<file path="config.mk">
export PLATFORM = sky130hd
export DESIGN_NAME = trash_insn_loader
export DESIGN_NICKNAME = d
export VERILOG_FILES = /design/src/rtl/trash_insn_loader.sv
export SDC_FILE = /design/constraint.sdc
export NUM_CORES = 1
export LEC_CHECK = 0
export CELL_PAD_IN_SITES_DETAIL_PLACEMENT = 1
export CELL_PAD_IN_SITES_GLOBAL_PLACEMENT = 2
export CORE_MARGIN = 2
export CORE_UTILIZATION = 30
export DETAILED_ROUTE_END_ITERATION = 12
export HOLD_SLACK_MARGIN = 0.05
export PLACE_DENSITY = 0.63
export SLEW_MARGIN = 20
export SYNTH_ARGS = -nofsm -noshare
export SYNTH_HDL_FRONTEND = slang
export SYNTH_SLANG_ARGS = --single-unit
</file>
<file path="constraint.sdc">
create_clock -name clk -period 3.35 [get_ports clk]
set_input_delay 0.5025 -clock clk [delete_from_list [all_inputs] [get_ports clk]]
set_output_delay 0.5025 -clock clk [all_outputs]
set_load 0.005 [all_outputs]
</file>
<file path="src/rtl/trash_insn_loader.sv">
// rtl/trash_insn_loader.sv - byte-pair instruction loader with show-ahead word FIFO
module trash_insn_loader #(
    parameter int DEPTH = 4
) (
    input  logic                     clk,
    input  logic                     reset,
    input  logic [7:0]               byte_in,
    input  logic                     byte_valid,
    output logic                     byte_ready,
    input  logic                     sync,
    input  logic                     flush,
    output logic [15:0]              insn,
    output logic                     insn_valid,
    input  logic                     insn_ready,
    output logic [$clog2(DEPTH):0]   count,
    output logic                     frag_err
);
    localparam int AW = $clog2(DEPTH);
    localparam logic [AW:0] FULL_CNT = (AW+1)'(DEPTH);

    typedef enum logic {LO = 1'b0, HI = 1'b1} state_t;

    state_t          state_q, state_d;
    logic [AW-1:0]   rd_ptr_q, rd_ptr_d;
    logic [AW-1:0]   wr_ptr_q, wr_ptr_d;
    logic [AW:0]     count_q, count_d;
    logic [7:0]      low_q, low_d;
    logic            frag_q, frag_d;
    logic [15:0]     mem_q [DEPTH];

    logic            full;
    logic            xfer;
    logic            push;
    logic            pop;

    // Full ignores a same-cycle pop so the byte handshake never depends on insn_ready.
    assign full       = (count_q == FULL_CNT);
    assign byte_ready = (state_q == LO) || !full;
    assign insn_valid = (count_q != '0);
    assign insn       = insn_valid ? mem_q[rd_ptr_q] : 16'h0000;
    assign count      = count_q;
    assign frag_err   = frag_q;

    assign xfer = byte_valid && byte_ready;
    assign pop  = insn_valid && insn_ready && !flush && !reset;
    // A byte arriving with sync starts a new word, so it never completes the old one.
    assign push = xfer && (state_q == HI) && !sync && !flush && !reset;

    // Next-state computation for pairing FSM, pointers, count and sticky error.
    always_comb begin
        state_d  = state_q;
        rd_ptr_d = rd_ptr_q;
        wr_ptr_d = wr_ptr_q;
        count_d  = count_q;
        low_d    = low_q;
        frag_d   = frag_q;

        if (flush) begin
            state_d  = LO;
            rd_ptr_d = '0;
            wr_ptr_d = '0;
            count_d  = '0;
            frag_d   = 1'b0;
        end else begin
            if (pop) begin
                rd_ptr_d = rd_ptr_q + AW'(1);
            end
            if (push) begin
                wr_ptr_d = wr_ptr_q + AW'(1);
            end
            if (push && !pop) begin
                count_d = count_q + (AW+1)'(1);
            end else if (pop && !push) begin
                count_d = count_q - (AW+1)'(1);
            end

            if (sync) begin
                if (state_q == HI) begin
                    frag_d = 1'b1;
                end
                if (xfer) begin
                    low_d   = byte_in;
                    state_d = HI;
                end else begin
                    state_d = LO;
                end
            end else if (xfer) begin
                if (state_q == LO) begin
                    low_d   = byte_in;
                    state_d = HI;
                end else begin
                    state_d = LO;
                end
            end
        end
    end

    // Control state register; reset wins over every other input.
    always_ff @(posedge clk) begin
        if (reset) begin
            state_q  <= LO;
            rd_ptr_q <= '0;
            wr_ptr_q <= '0;
            count_q  <= '0;
            frag_q   <= 1'b0;
        end else begin
            state_q  <= state_d;
            rd_ptr_q <= rd_ptr_d;
            wr_ptr_q <= wr_ptr_d;
            count_q  <= count_d;
            frag_q   <= frag_d;
        end
    end

    // Held low byte and word storage carry no reset.
    always_ff @(posedge clk) begin
        low_q <= low_d;
        if (push) begin
            mem_q[wr_ptr_q] <= {byte_in, low_q};
        end
    end
endmodule

</file>
==> results of run 1 <==
[critical path: cells and delay by family (launching register included)]
kind,cells,cell delay [ns]
buf+inv,2,0.75
flops,1,0.32
simple gates,1,0.18
mux,1,0.62
[registers in the layout, indices dropped and copies added, names as in the netlist, named ones only]
| register | flops |
|---|---|
| frag_err | 1 |
| wr_ptr_q | 2 |
| mem_q | 64 |
| state_q | 1 |
| count | 3 |
| low_q | 8 |
| rd_ptr_q | 2 |
[worst max-delay path by stage]
stage | from | endpoint | slack [ns]
floorplan | reset | count[2]$_SDFFE_PP0P_ | 1.02
global placement | flush | count[2]$_SDFFE_PP0P_ | 0.46
detailed placement | flush | count[2]$_SDFFE_PP0P_ | 0.38
CTS | count[1]$_SDFFE_PP0P_ | insn[8] | 0.54
global route | count[1]$_SDFFE_PP0P_ | insn[8] | 0.44
finish | register | insn[1] | 0.64
[power by group]
group,internal (uW),leakage [uW],switching [uW]
combinational,22.4,0.000467,19.7
sequential,1130,0.000739,5.04
clock,279,0.0000852,367
total,1430,0.00129,392
[layout make-up]
class                   count  area [um2]  area share, %
well taps                 140       175.2          4.385
clock buffers              10       127.6          3.194
flip-flops and latches     83        2382          59.63
clock inverters             6       48.80          1.221
multi-input cells          81       832.0          20.83
repair buffers             44       417.9          10.46
inverters                   3       11.26         0.2819
[per-layer routing]
layer	wire length [um]	up-vias
met1	2873	847
met2	2792	31
met5	0	-
met3	202	12
met4	133	0
li1	-	770
[cell usage in the layout, fill, tap and decap left out, drive strengths merged, types with 2 or more instances in the layout]
master / count
mux4: 16
clkdlybuf4s50: 35
and2: 21
clkinvlp: 2
o21ai: 3
inv: 6
buf: 9
ha: 5
clkbuf: 10
edfxtp: 72
xor2: 4
nand3: 3
dfxtp: 11
or3: 2
nor3: 2
a21oi: 4
nor2: 8
[cell families after synthesis]
| group | after synthesis | synth area share, % |
|---|---|---|
| AO/OA/AOI/OAI | 9 | 1.564 |
| XOR/XNOR | 4 | 1.068 |
| adder cells (fa/ha/maj) | 6 | 2.518 |
| buffers and inverters | 10 | 1.984 |
| flip-flops | 83 | 72.64 |
| multiplexers | 18 | 12.32 |
| AND/OR/NAND/NOR | 44 | 7.898 |
[through the flow]
| stage | util (%) | hold slack, ns |
|---|---|---|
| 3_5_place_dp | 35.54 | 0.4630 |
| 5_1_grt | 37.18 | 0.4999 |
| 4_1_cts | 37.18 | 0.4842 |
| 3_3_place_gp | 35.54 | 0.4564 |
| 2_1_floorplan | - | 0.4587 |
| 6_report | 37.18 | 0.4750 |
==> impl_metrics.ini, run 1 <==
[hold_path]
holdCritStartpoint = frag_err$_SDFFE_PP0P_
min_path_cells = 2
whs_endpoint = frag_err$_SDFFE_PP0P_
hold_path_class = reg -> reg

[global_route]
antenna_found_initial = 0
grt_util_met1_pct = 15.29
grt_overflow = 0
grt_pass1_wl_um = 9542
track_usage_pct = 11.14
grt-busiest-layer = met2
grt_max_degree = 19
use_met2_pct = 17.05
grt_pass1_vias = 1736
gr-usage-met3_pct = 1.989

[logic_synthesis]
yosysSeqAreaShare_pct = 72.64
synth-async-reset-ratio_pct = 0
syn_nets = 194
synth_top_area_share_pct = 65.93
synth-edff-count = 72
avgSynthCellArea_um2 = 18.85
ys_ff_latch = 83
synth_top_flop_cell = edfxtp_1
synth_common_cells = edfxtp_1, and2_1, dfxtp_1, mux4_2, nor2_1
synth.largest_area_cell = edfxtp_1
yosysMostFrequentCell = edfxtp_1
syn_inst = 174
synth_top_cells_by_area = edfxtp_1, mux4_2, dfxtp_1
yosysWarningCount = 0
synth_cell_types = 31
synth_area_um2 = 3279

[placed_design]
placed_cells = 351
dp_hpwl_um = 3742
place.gp.congestion = 0.6585
post_dp_cell_area_um2 = 3819
io_buffers = 35
post-place-ws_ns = 0.3810

[power]
ir_drop_uv = 216.4
static-leakage-power_uw = 0.001291
power_uw = 1818
powerDensity_nw_per_um2 = 455.2

[setup_path]
timing.rr.end = count[2]$_SDFFE_PP0P_
end_kind = output pin
critPathArrivalTime_ns = 2.21
critPathLaunchType = register
critPathMaxStageDelay_ns = 0.62
crit_fanout = 16
reg2reg_setup_slack_ns = 0.82
r2r-start = count[2]$_SDFFE_PP0P_
path_class = reg -> out
path_cells = buf_4, mux4_1, and2_1, clkdlybuf4s50_1
worstPathRequired_ns = 2.85
rr_worst_depth = 8
crit_slowest_cell = mux4_1

[floorplanning]
die_y_um = 108.6
initial_core_util_pct = 30.52
dieArea_um2 = 11780
die_x_um = 108.6
coreArea_um2 = 10750
std_cell_rows = 38
io_pins = 36

[cts]
clk_latency_ns = 0.34
hold_buffers = 0
cts_tree = done
clkTransAtPathRegs_ns = 0.09
cts_root_buffer = clkbuf_8
cts_htree_levels = 3
numCtsBuffers = 9
clock_sinks = 83
cts_buffer_depth = 2
cts_resized = 0
cts_setup_buffers = 0

[timing]
rsz0062_at_grt = false
max_slew_margin_pct = 59.29
worstMarginPinSlew_ns = 0.6107
finalSetupTns_ns = 0
maxClockFrequency_ghz = 0.3684
hold_viol = 0
setup_slack_ns = 0.6354
drv_slew = 0
final-setup-viol-count = 0
period_needed_ns = 2.715
fin_crit_sh_pct = 81.03
worst_clock_skew_ns = 0.01120

[route]
via_count = 1660
routed_wirelength_um = 6002
routed_via_density = 4.523
drtPass1Iterations = 4
avgRoutedWirePerCell_um = 16.35
post-route-drc-count = 0
drtAntennaViolNets = 0
drtIter0Drc = 56

[finish]
instances_no_fill = 367
fillers = 1102
layout-drive-gt1-share_pct = 16.30
final_area_um2 = 3995
antennaDiodeCount = 0
syn_to_final_growth_pct = 21.82
finalNetCount = 242

[status]
status = finished clean

[flow_run]
max_cap_violations = 0
No activity file was read; power rests on OpenSTA's default activity.
==> run 2, diff against run 1 <==
Clock period 3.35 ns to 2.6 ns, I/O delays scaled along.
==> impl_metrics.ini, run 2 (same netlist as run 1, synthesis figures left out) <==
[finish]
largest_register_ffs = 64
final_cell_mix = edfxtp_1, clkdlybuf4s50_1, and2_1
regArea_um2 = 2382
multi_input_area_um2 = 832.0
antennaDiodeCount = 0
regMostFlops = mem_q
syn_to_final_growth_pct = 25.94
layout-drive-gt1-share_pct = 17.83
finalNetCount = 245
fillers = 1095
final_common_cell = edfxtp_1

[cts]
clkTransAtPathRegs_ns = 0.09
numCtsBuffers = 9
cts_resized = 0
cts_htree_levels = 3
cts_setup_buffers = 0
clock_sinks = 83
cts_root_buffer = clkbuf_8
cts_tree = done
cts_buffer_depth = 2
hold_buffers = 0
clk_latency_ns = 0.34

[setup_path]
path_cells = buf_12, mux4_1, and2_1, clkdlybuf4s50_1
critPathArrivalTime_ns = 2.10
end_kind = output pin
worstPathRequired_ns = 2.21
crit_slowest_cell = mux4_1
critPathLaunchType = register
critPathMaxStageDelay_ns = 0.56
reg2reg_setup_slack_ns = 0.31
path_class = reg -> out
crit_fanout = 16

[power]
ir_drop_uv = 279.5
static-leakage-power_uw = 0.001351
powerDensity_nw_per_um2 = 617.4
power_uw = 2550

[timing]
worst_clock_skew_ns = 0.01366
drv_slew = 0
worstMarginPinSlew_ns = 0.3942
maxClockFrequency_ghz = 0.4018
final-setup-viol-count = 0
hold_viol = 0
rsz0062_at_grt = false
fin_hold_ws_ns = 0.4755
max_slew_margin_pct = 73.38
period_needed_ns = 2.489
fin_crit_sh_pct = 95.71

[floorplanning]
io_pins = 36
initial_core_util_pct = 30.52
die_y_um = 108.6
std_cell_rows = 38
die_x_um = 108.6
coreArea_um2 = 10750
dieArea_um2 = 11780

[route]
routed_wirelength_um = 5929
drtIter0Drc = 54
drtPass1Iterations = 3
routed_via_density = 4.414
via_count = 1633
post-route-drc-count = 0
drtAntennaViolNets = 0
avgRoutedWirePerCell_um = 16.02

[global_route]
grt_pass1_wl_um = 9625
track_usage_pct = 11.24
grt_max_degree = 18
antenna_found_initial = 0
grt_pass1_vias = 1774
grt_overflow = 0

[hold_path]
hold_path_class = reg -> reg

[flow_run]
max_cap_violations = 0

[placed_design]
place.gp.congestion = 0.6837
io_buffers = 35
dp_hpwl_um = 3689

[status]
status = finished clean
## run 2: critical path, delay by kind of cell, from the launching register on
kind | cells | cell delay, ns
AND/OR/NAND/NOR | 1 | 0.18
multiplexers | 1 | 0.56
flip-flops | 1 | 0.37
buffers and inverters | 2 | 0.64
## run 2: per-stage QoR
step / cells / worst slack, ns / instance area [um2] / utilization [%] / setup TNS, ns
after floorplan: 174 / 0.2700 / 3279 / - / 0
after global placement: 354 / -0.02712 / 3904 / 36.33 / -0.02712
after detailed placement: 354 / -0.09425 / 3904 / 36.33 / -0.09425
after CTS: 370 / 0.05734 / 4130 / 38.44 / 0
after global routing: 370 / 0.01239 / 4130 / 38.44 / 0
final: 370 / 0.1115 / 4130 / 38.44 / 0
## run 2: layout make-up
cell class	count	area share [%]
tap	140	4.241
multi-input combinational	81	20.15
clock inverter	7	2.484
clock buffer	9	2.999
timing repair buffer	47	12.18
sequential	83	57.68
inverter	3	0.2726
## run 2: path summary, 6_finish.rpt
check	from	cells after the start	to
setup / recovery	register	4	insn[1]
hold / removal	frag_err$_SDFFE_PP0P_	2	frag_err$_SDFFE_PP0P_
setup reg to reg	count[0]$_SDFFE_PP0P_	8	count[2]$_SDFFE_PP0P_
hold reg to reg	frag_err$_SDFFE_PP0P_	2	frag_err$_SDFFE_PP0P_
## run 2: routing by layer
metal	vias to the layer above	GRT usage, %	share of wire [%]
met5	-	0	0
li1	778	-	-
met1	822	14.45	46
met2	28	17.95	49
met3	5	2.893	3.3
met4	0	4.945	1.6
## run 2: report_power, final
| part | leakage (uW) | internal [uW] | switching [uW] |
|---|---|---|---|
| sequential | 0.000739 | 1450 | 6.27 |
| clock | 0.000117 | 556 | 480 |
| combinational | 0.000496 | 31.3 | 26.1 |
